[src/rtl/adc_spi_master_if.sv]
// Control-side bus of the ADS4128 SPI engine: command strobe, frame fields, status and readback.
// master = ADC control register block, slave = SPI engine.
interface adc_spi_master_if;
  logic       start_i;
  logic       rw_i;
  logic [7:0] addr_i;
  logic [7:0] wdata_i;
  logic       busy_o;
  logic       done_o;
  logic [7:0] rdata_o;

  modport master (output start_i, rw_i, addr_i, wdata_i, input busy_o, done_o, rdata_o);
  modport slave  (input start_i, rw_i, addr_i, wdata_i, output busy_o, done_o, rdata_o);
endinterface

[src/rtl/adc_spi_master.sv]
// ADS4128 SPI master: one 16-bit addr/data frame per start; done 1+2*pSEN_SETUP+32*pCLKDIV cycles after start.
// start_i ignored while busy and in the done cycle (no queueing); ADC_SPI_AUTOINIT_EN adds a post-reset soft-reset frame.
module adc_spi_master #(
  parameter int unsigned pCLKDIV    = 4,
  parameter int unsigned pSEN_SETUP = 2
) (
  input  logic            clk_usb,
  input  logic            reset_i,
  adc_spi_master_if.slave ctrl,
  output logic            ADC_SEN,
  output logic            ADC_SCLK,
  output logic            ADC_SDATA,
  input  logic            ADC_OVR_SDOUT
);

  typedef enum logic [2:0] {IDLE, SETUP, LOW, HIGH, HOLD} state_t;

  localparam logic [7:0] CLKDIV_M1 = 8'(pCLKDIV - 1);
  localparam logic [7:0] SETUP_M1  = 8'(pSEN_SETUP - 1);

  state_t      state, state_nxt;
  logic [7:0]  phase_cnt;
  logic [3:0]  bit_cnt;
  logic [15:0] shreg;
  logic        rd_frame;
  logic [7:0]  cap;
  logic        done_q;
  logic [7:0]  rdata_q;
  logic        init_pend;
  logic        phase_end;
  logic        accept;
  logic        launch_init;

`ifdef ADC_SPI_AUTOINIT_EN
  // Stays set for the whole init frame so its done pulse can be suppressed.
  always_ff @(posedge clk_usb) begin
    if (reset_i)
      init_pend <= 1'b1;
    else if (state == HOLD && phase_end)
      init_pend <= 1'b0;
  end
`else
  assign init_pend = 1'b0;
`endif

  assign launch_init = (state == IDLE) && init_pend;
  assign accept      = (state == IDLE) && ctrl.start_i && !done_q && !init_pend;

  always_ff @(posedge clk_usb) begin
    if (reset_i) begin
      state     <= IDLE;
      phase_cnt <= 8'd0;
      bit_cnt   <= 4'd0;
      shreg     <= 16'd0;
      rd_frame  <= 1'b0;
      cap       <= 8'd0;
      done_q    <= 1'b0;
      rdata_q   <= 8'd0;
    end else begin
      state  <= state_nxt;
      done_q <= 1'b0;
      phase_cnt <= (state_nxt != state || state == IDLE) ? 8'd0 : phase_cnt + 8'd1;
      case (state)
        IDLE: begin
          if (launch_init) begin
            shreg    <= 16'h0002;
            rd_frame <= 1'b0;
            bit_cnt  <= 4'd0;
          end else if (accept) begin
            shreg    <= {ctrl.addr_i, ctrl.rw_i ? 8'h00 : ctrl.wdata_i};
            rd_frame <= ctrl.rw_i;
            bit_cnt  <= 4'd0;
          end
        end
        LOW: begin
          if (phase_end) begin
            shreg <= {shreg[14:0], 1'b0};
            // Readback occupies the data half of the frame (bit_cnt 8..15).
            if (rd_frame && bit_cnt[3])
              cap <= {cap[6:0], ADC_OVR_SDOUT};
          end
        end
        HIGH: begin
          if (phase_end)
            bit_cnt <= bit_cnt + 4'd1;
        end
        HOLD: begin
          if (phase_end) begin
            done_q <= !init_pend;
            if (rd_frame)
              rdata_q <= cap;
          end
        end
        default: ;
      endcase
    end
  end

  always_comb begin
    state_nxt    = state;
    phase_end    = 1'b0;
    ADC_SEN      = 1'b1;
    ADC_SCLK     = 1'b1;
    ADC_SDATA    = 1'b0;
    ctrl.busy_o  = 1'b0;
    ctrl.done_o  = done_q;
    ctrl.rdata_o = rdata_q;

    case (state)
      SETUP, HOLD: phase_end = (phase_cnt == SETUP_M1);
      LOW, HIGH:   phase_end = (phase_cnt == CLKDIV_M1);
      default:     phase_end = 1'b0;
    endcase

    case (state)
      IDLE:  if (accept || launch_init) state_nxt = SETUP;
      SETUP: if (phase_end) state_nxt = LOW;
      LOW:   if (phase_end) state_nxt = HIGH;
      HIGH:  if (phase_end) state_nxt = (bit_cnt == 4'd15) ? HOLD : LOW;
      HOLD:  if (phase_end) state_nxt = IDLE;
      default: state_nxt = IDLE;
    endcase

    if (state != IDLE) begin
      ADC_SEN     = 1'b0;
      ctrl.busy_o = 1'b1;
    end
    if (state == LOW)
      ADC_SCLK = 1'b0;
    if (state == SETUP || state == LOW || state == HIGH)
      ADC_SDATA = shreg[15];
  end

endmodule

[src/flat_wrapper.sv]
// flat-port wrapper written by rule: the top's interface ports become plain ports
module adc_spi_master_flat 
#(
  parameter int unsigned pCLKDIV    = 4,
  parameter int unsigned pSEN_SETUP = 2
)
  (clk_usb, reset_i, ADC_SEN, ADC_SCLK, ADC_SDATA, ADC_OVR_SDOUT, ctrl_start_i, ctrl_rw_i, ctrl_addr_i, ctrl_wdata_i, ctrl_busy_o, ctrl_done_o, ctrl_rdata_o);
  adc_spi_master_if ctrl_i ();
  input  logic clk_usb;
  input  logic reset_i;
  output logic ADC_SEN;
  output logic ADC_SCLK;
  output logic ADC_SDATA;
  input  logic ADC_OVR_SDOUT;
  input wire logic [$bits(ctrl_i.start_i)-1:0] ctrl_start_i;
  input wire logic [$bits(ctrl_i.rw_i)-1:0] ctrl_rw_i;
  input wire logic [$bits(ctrl_i.addr_i)-1:0] ctrl_addr_i;
  input wire logic [$bits(ctrl_i.wdata_i)-1:0] ctrl_wdata_i;
  output wire logic [$bits(ctrl_i.busy_o)-1:0] ctrl_busy_o;
  output wire logic [$bits(ctrl_i.done_o)-1:0] ctrl_done_o;
  output wire logic [$bits(ctrl_i.rdata_o)-1:0] ctrl_rdata_o;
  assign ctrl_i.start_i = ctrl_start_i;
  assign ctrl_i.rw_i = ctrl_rw_i;
  assign ctrl_i.addr_i = ctrl_addr_i;
  assign ctrl_i.wdata_i = ctrl_wdata_i;
  assign ctrl_busy_o = ctrl_i.busy_o;
  assign ctrl_done_o = ctrl_i.done_o;
  assign ctrl_rdata_o = ctrl_i.rdata_o;
  adc_spi_master #(.pCLKDIV(pCLKDIV), .pSEN_SETUP(pSEN_SETUP)) u_core (.clk_usb(clk_usb), .reset_i(reset_i), .ctrl(ctrl_i), .ADC_SEN(ADC_SEN), .ADC_SCLK(ADC_SCLK), .ADC_SDATA(ADC_SDATA), .ADC_OVR_SDOUT(ADC_OVR_SDOUT));
endmodule
[config.mk]
export PLATFORM = sky130hd
export DESIGN_NAME = adc_spi_master_flat
export DESIGN_NICKNAME = d
export VERILOG_FILES = /design/src/rtl/adc_spi_master_if.sv /design/src/rtl/adc_spi_master.sv /design/src/flat_wrapper.sv
export SDC_FILE = /design/constraint.sdc
export NUM_CORES = 1
export LEC_CHECK = 0
export ABC_AREA = 1
export ABC_CLOCK_PERIOD_IN_PS = 3700
export CORE_MARGIN = 10
export CORE_UTILIZATION = 60
export CTS_BUF_LIST = sky130_fd_sc_hd__clkbuf_8
export CTS_CLUSTER_SIZE = 10
export DETAILED_ROUTE_END_ITERATION = 10
export DONT_BUFFER_PORTS = 1
export PLACE_DENSITY_LB_ADDON = 0.2
export SYNTH_ARGS = -nofsm -noshare
export SYNTH_HDL_FRONTEND = slang
export SYNTH_SLANG_ARGS = --single-unit
[constraint.sdc]
create_clock -name clk_usb -period 3.7 [get_ports clk_usb]
set_clock_uncertainty 0.05 [all_clocks]
set_input_delay 0.74 -clock clk_usb [delete_from_list [all_inputs] [get_ports clk_usb]]
set_output_delay 0.74 -clock clk_usb [all_outputs]
set_load 0.005 [all_outputs]
==> results of run 1 <==
[critical path, cell delays in order, from the launching register on]
cell and delay, ns:
dfxtp_1 0.50, nor2_2 0.11, inv_2 0.09, nand2_1 0.14
nor2_1 0.17
[layout make-up]
cell class | count | share of cell area
Tap cell | 48 | 0.0250
Clock inverter | 3 | 0.0271
Multi-Input combinational cell | 202 | 0.443
Sequential cell | 49 | 0.408
Inverter | 43 | 0.0682
Clock buffer | 5 | 0.0286
[stage by stage]
stage / instances / utilization / area (um2)
after floorplan: 304 / - / 2280
after global placement: 342 / 0.620 / 2270
after detailed placement: 342 / 0.620 / 2270
after CTS: 350 / 0.657 / 2400
after global routing: 350 / 0.657 / 2400
final: 350 / 0.657 / 2400
[cell usage after synthesis (3+ instances only)]
cell,instances,area [um2]
inv_1,40,150
o21ai_0,21,105
nor3_1,5,25.0
nor2_1,39,146
a21oi_1,17,85.1
nand2_1,62,233
clkbuf_1,4,15.0
nand3_1,5,25.0
dfxtp_1,49,981
nand4_1,3,18.8
xor2_1,5,43.8
o21ai_1,3,15.0
a31oi_1,14,87.6
nand2_2,4,25.0
a22oi_1,3,22.5
buf_6,3,33.8
[state kept, by name (all words and copies together) (netlist names)]
| name | cells |
|---|---|
| u_core.cap | 8 |
| u_core.ctrl.done_o | 1 |
| u_core.phase_cnt | 8 |
| u_core.shreg | 16 |
| u_core.state | 3 |
| u_core.bit_cnt | 4 |
| u_core.ctrl.rdata_o | 8 |
| u_core.rd_frame | 1 |
[layer usage]
metal | up-vias | share of wire | track usage
met5 | - | 0 | 0
met4 | 0 | 0.011 | 0.0646
met3 | 7 | 0.064 | 0.0459
met2 | 35 | 0.46 | 0.228
met1 | 822 | 0.47 | 0.168
li1 | 975 | - | -
[worst paths after layout]
path | startpoint | endpoint | slack (ns) | cells past startpoint
setup / recovery | u_core.state[1] | ADC_SDATA | 1.61 | 4
hold / removal | u_core.ctrl.rdata_o[6] | u_core.ctrl.rdata_o[6] | 0.42 | 2
setup reg to reg | u_core.phase_cnt[4] | u_core.phase_cnt[1] | 1.64 | 8
hold reg to reg | u_core.ctrl.rdata_o[6] | u_core.ctrl.rdata_o[6] | 0.42 | 2
[cell families after synthesis]
| kind of cell | count (synthesis) |
|---|---|
| AND/OR/NAND/NOR | 130 |
| AO/OA/AOI/OAI | 64 |
| flip-flops | 49 |
| adder cells (fa/ha/maj) | 2 |
| XOR/XNOR | 6 |
| buffers and inverters | 53 |
[power groups by stage]
stage / clock [mW] / sequential, mW / combinational [mW]
floorplan: 0 / 0.569 / 0.0686
global placement: 0 / 0.571 / 0.0742
detailed placement: 0 / 0.572 / 0.0752
CTS: 0.448 / 0.560 / 0.0755
global route: 0.470 / 0.563 / 0.0871
finish: 0.438 / 0.560 / 0.0746
==> impl_metrics.json, run 1 <==
{
  "status": "finished clean",
  "setup_slack_ns": 1.61,
  "nets": 324,
  "via_per_inst": 5.25,
  "drcViolationCount": 0,
  "regArea_um2": 981,
  "syn_to_final_growth_pct": 5.32,
  "drv_slew": 0,
  "dieArea_mm2": 0.00667,
  "clkTransAtPathRegs_ns": 0.08,
  "worstSetupEndpointType": "primary output",
  "maxCapViolCount": 0,
  "synth-edff-count": 0,
  "crit_path_max_fanout": 6,
  "synthArstFlopShare": 0,
  "cts_tree": "yes",
  "p_comb_frac": 0.070,
  "slew_headroom": 0.442,
  "final_common_cell": "nand2_1",
  "synth_area_mm2": 0.00228,
  "ir_drop_mv": 0.334,
  "intPower_uw": 840,
  "grt_pass1_wl_mm": 7.54,
  "yosysWarnings": 0,
  "postRouteAntennaNets": 0,
  "startpoint_type": "register",
  "period_minus_slack_ns": 2.09,
  "dr.first_iter.drc_count": 96,
  "p_leak_nw": 0.983,
  "rsz0062_at_grt": "false",
  "synth_top_flop_cell": "dfxtp_1",
  "drive_above_1_share": 0.0894,
  "power.switching_uw": 232,
  "power.total_mw": 1.07,
  "fillers": 332,
  "design.core.area_mm2": 0.00366,
  "worstPathRequired_ns": 2.91,
  "clkSinkCount": 49,
  "place_ws_ns": 1.60,
  "synth_cell_types": 36,
  "synth-seq-cells": 49,
  "clkLatencyLatePin_ns": 0.30,
  "tightest_slew_ns": 0.836,
  "synth_top_family_by_area": "simple AND/OR/NAND/NOR gates",
  "root_buffer": "clkbuf_8",
  "hold_path_class": "reg2reg",
  "arrival_ns": 1.30,
  "ys_seq_area_frac": 0.430,
  "rows": 22,
  "tns_ns": 0,
  "holdWs_ns": 0.419,
  "cts_resized": 0,
  "period_share": 0.565,
  "initial_utilization": 0.623,
  "cts_setup_buffers": 0,
  "max_freq_ghz": 0.478,
  "criticalPathCategory": "reg2out",
  "via_count": 1839,
  "synthAdderAreaFrac": 0.0110,
  "setup_viol": 0,
  "htreeDepth": 2,
  "grt_max_degree": 35,
  "dr.pass1.iters": 4,
  "layout_common_cells": "62 x nand2_1, 49 x dfxtp_1, 40 x inv_1",
  "track_usage": 0.141,
  "synth-xor-area-share": 0.0230,
  "synthSimpleGateAreaFrac": 0.266,
  "fp.dieH_um": 81.7,
  "syn_inst": 304,
  "cts_hold_buf": 0,
  "overflow": 0,
  "powerDensity_mw_per_mm2": 446,
  "hpwl_mm": 3.12,
  "die_width_um": 81.7,
  "p_sw_frac": 0.217,
  "wl_per_cell_um": 12.3,
  "avgSynthCellArea_um2": 7.51,
  "hold_viol": 0,
  "pin_count": 34,
  "power_frac_clock": 0.408,
  "multi_input_area_mm2": 0.00106,
  "synth_nets": 327,
  "synth_compound_area_frac": 0.166,
  "first_global_vias": 1720,
  "portBuffers": 0,
  "antenna_found_initial": 0,
  "gp_congestion": 0.824,
  "clock_path_buffers": 2,
  "antennaDiodeCount": 0,
  "totalWireLength_mm": 4.31,
  "numCtsBuffers": 5,
  "seqPwrFrac": 0.522,
  "muxShareOfSynthArea": 0
}
Note: power is estimated with default switching activity, not from simulation.
==> run 2: changes to the inputs <==
Settings changed: ABC_CLOCK_PERIOD_IN_PS 3700 to 2000.
Clock period 3.7 ns to 2 ns, I/O delays scaled along.
==> impl_metrics.json, run 2 (synthesis results as in run 1) <==
{
  "arrival_ns": 1.93,
  "htreeDepth": 2,
  "setup_viol": 0,
  "place_ws_ns": 0.207,
  "final_common_cell": "nand2_1",
  "pin_count": 34,
  "rr_worst_depth": 7,
  "portBuffers": 0,
  "first_global_vias": 1724,
  "design.core.area_mm2": 0.00366,
  "status": "finished clean",
  "grt_pass1_wl_mm": 7.54,
  "tightest_slew_ns": 0.392,
  "wl_per_cell_um": 12.3,
  "drv_slew": 0,
  "via_per_inst": 5.16,
  "clkTransAtPathRegs_ns": 0.08,
  "r2r_setup_slack_ns": 0.19,
  "crit_path_max_fanout": 16,
  "antenna_found_initial": 0,
  "postRouteAntennaNets": 0,
  "fp.dieH_um": 81.7,
  "grt_max_degree": 25,
  "worstHoldStart": "reset_i",
  "power.total_mw": 1.72,
  "initial_utilization": 0.623,
  "dr.first_iter.drc_count": 135,
  "clkSinkCount": 49,
  "root_buffer": "clkbuf_8",
  "hold_viol": 0,
  "cts_tree": "yes",
  "hold_path_class": "in2reg",
  "setup_slack_ns": 0.193,
  "syn_to_final_growth_pct": 4.61,
  "drcViolationCount": 0,
  "nets": 329,
  "via_count": 1833,
  "cts_hold_buf": 0,
  "worstSetupEndpointType": "register",
  "maxCapViolCount": 0,
  "timing.rr.start": "u_core.state[2]",
  "numCtsBuffers": 5,
  "overflow": 0,
  "regMostFlops": "u_core.shreg",
  "clock_path_buffers": 2,
  "worstPathCellList": "inv_4 > nand3_1 > nand2_1 > nor2_4 > nand4_2 > o21ai_0 > a21oi_1",
  "worstPathRequired_ns": 2.12,
  "period_share": 0.903,
  "crit_path_top_delay_cell": "dfxtp_1",
  "track_usage": 0.139,
  "rr_endpoint": "u_core.ctrl.rdata_o[2]",
  "antennaDiodeCount": 0,
  "ir_drop_mv": 0.586,
  "rows": 22,
  "cts_setup_buffers": 0,
  "max_freq_ghz": 0.554,
  "holdPathStages": 1,
  "hpwl_mm": 3.21,
  "clkLatencyLatePin_ns": 0.29,
  "endpoint": "u_core.ctrl.rdata_o[2]",
  "layout_common_cells": "62 x nand2_1, 49 x dfxtp_1, 43 x inv_1",
  "totalWireLength_mm": 4.37,
  "powerDensity_mw_per_mm2": 719,
  "cpPeakStageDelay_ns": 0.50,
  "rsz0062_at_grt": "true",
  "largest_reg_flops": 16,
  "drive_above_1_share": 0.0945,
  "gp_congestion": 0.834,
  "dieArea_mm2": 0.00667,
  "crit_family": "simple AND/OR/NAND/NOR gates",
  "startpoint": "u_core.state[2]",
  "dr.pass1.iters": 4,
  "slew_headroom": 0.738,
  "startpoint_type": "register",
  "die_width_um": 81.7,
  "p_leak_nw": 0.992,
  "criticalPathCategory": "reg2reg",
  "worst-path-stages": 7,
  "cts_resized": 0,
  "path_buf_inv": 1,
  "period_minus_slack_ns": 1.81
}
==> run 2: cell types whose count changed in the layout (fill, tap and decap cells not counted), sizes merged <==
cell	previous run	this run
clkinv	1	0
buf	0	5
bufinv	2	0
inv	43	46
==> run 2: area by class of cell <==
class	count	area (um2)
Clock inverter	3	11.3
Inverter	43	164
Timing Repair Buffer	5	37.5
Tap cell	48	60.1
Clock buffer	5	68.8
Sequential cell	49	981
Multi-Input combinational cell	202	1060
Fill cell	340	1270
==> run 2: worst min path at each step <==
stage,end,slack (ns)
after floorplan,u_core.ctrl.rdata_o[0],0.39
after global placement,u_core.phase_cnt[0],0.41
after detailed placement,u_core.ctrl.rdata_o[6],0.41
after CTS,u_core.state[1],0.10
after global routing,u_core.state[1],0.10
final,u_core.state[1],0.11
==> run 2: worst reg2reg max path, delay by kind of cell, from the launching register on <==
family,cells,cell delay [ns]
AO/OA/AOI/OAI,2,0.35
buffers and inverters,1,0.10
flip-flops,1,0.50
AND/OR/NAND/NOR,4,0.68
==> run 2: metal layers <==
metal  vias up  global-route usage  routed length, um
met5         -                   0                  0
met4         0              0.0561                 79
met3         9              0.0459                269
met2        34               0.210               1950
met1       804               0.180               2060
li1        986                   -                  -
==> run 2: stage by stage <==
stage / setup TNS, ns / instances / hold WS (ns) / util / cell area (um2)
floorplan: 0 / 304 / 0.390 / - / 2280
global placement: 0 / 347 / 0.409 / 0.630 / 2310
detailed placement: 0 / 347 / 0.413 / 0.630 / 2310
CTS: 0 / 355 / 0.105 / 0.652 / 2390
global route: -0.000804 / 355 / 0.100 / 0.652 / 2390
finish: 0 / 355 / 0.113 / 0.652 / 2390
==> run 2: report_power, final <==
group          switching, mW  leakage, nW  internal, mW  total, mW
registers             0.0244        0.399          1.01       1.04
logic                 0.0956        0.541        0.0510      0.147
clock network          0.299       0.0519         0.234      0.533
total                  0.419        0.992          1.30       1.72
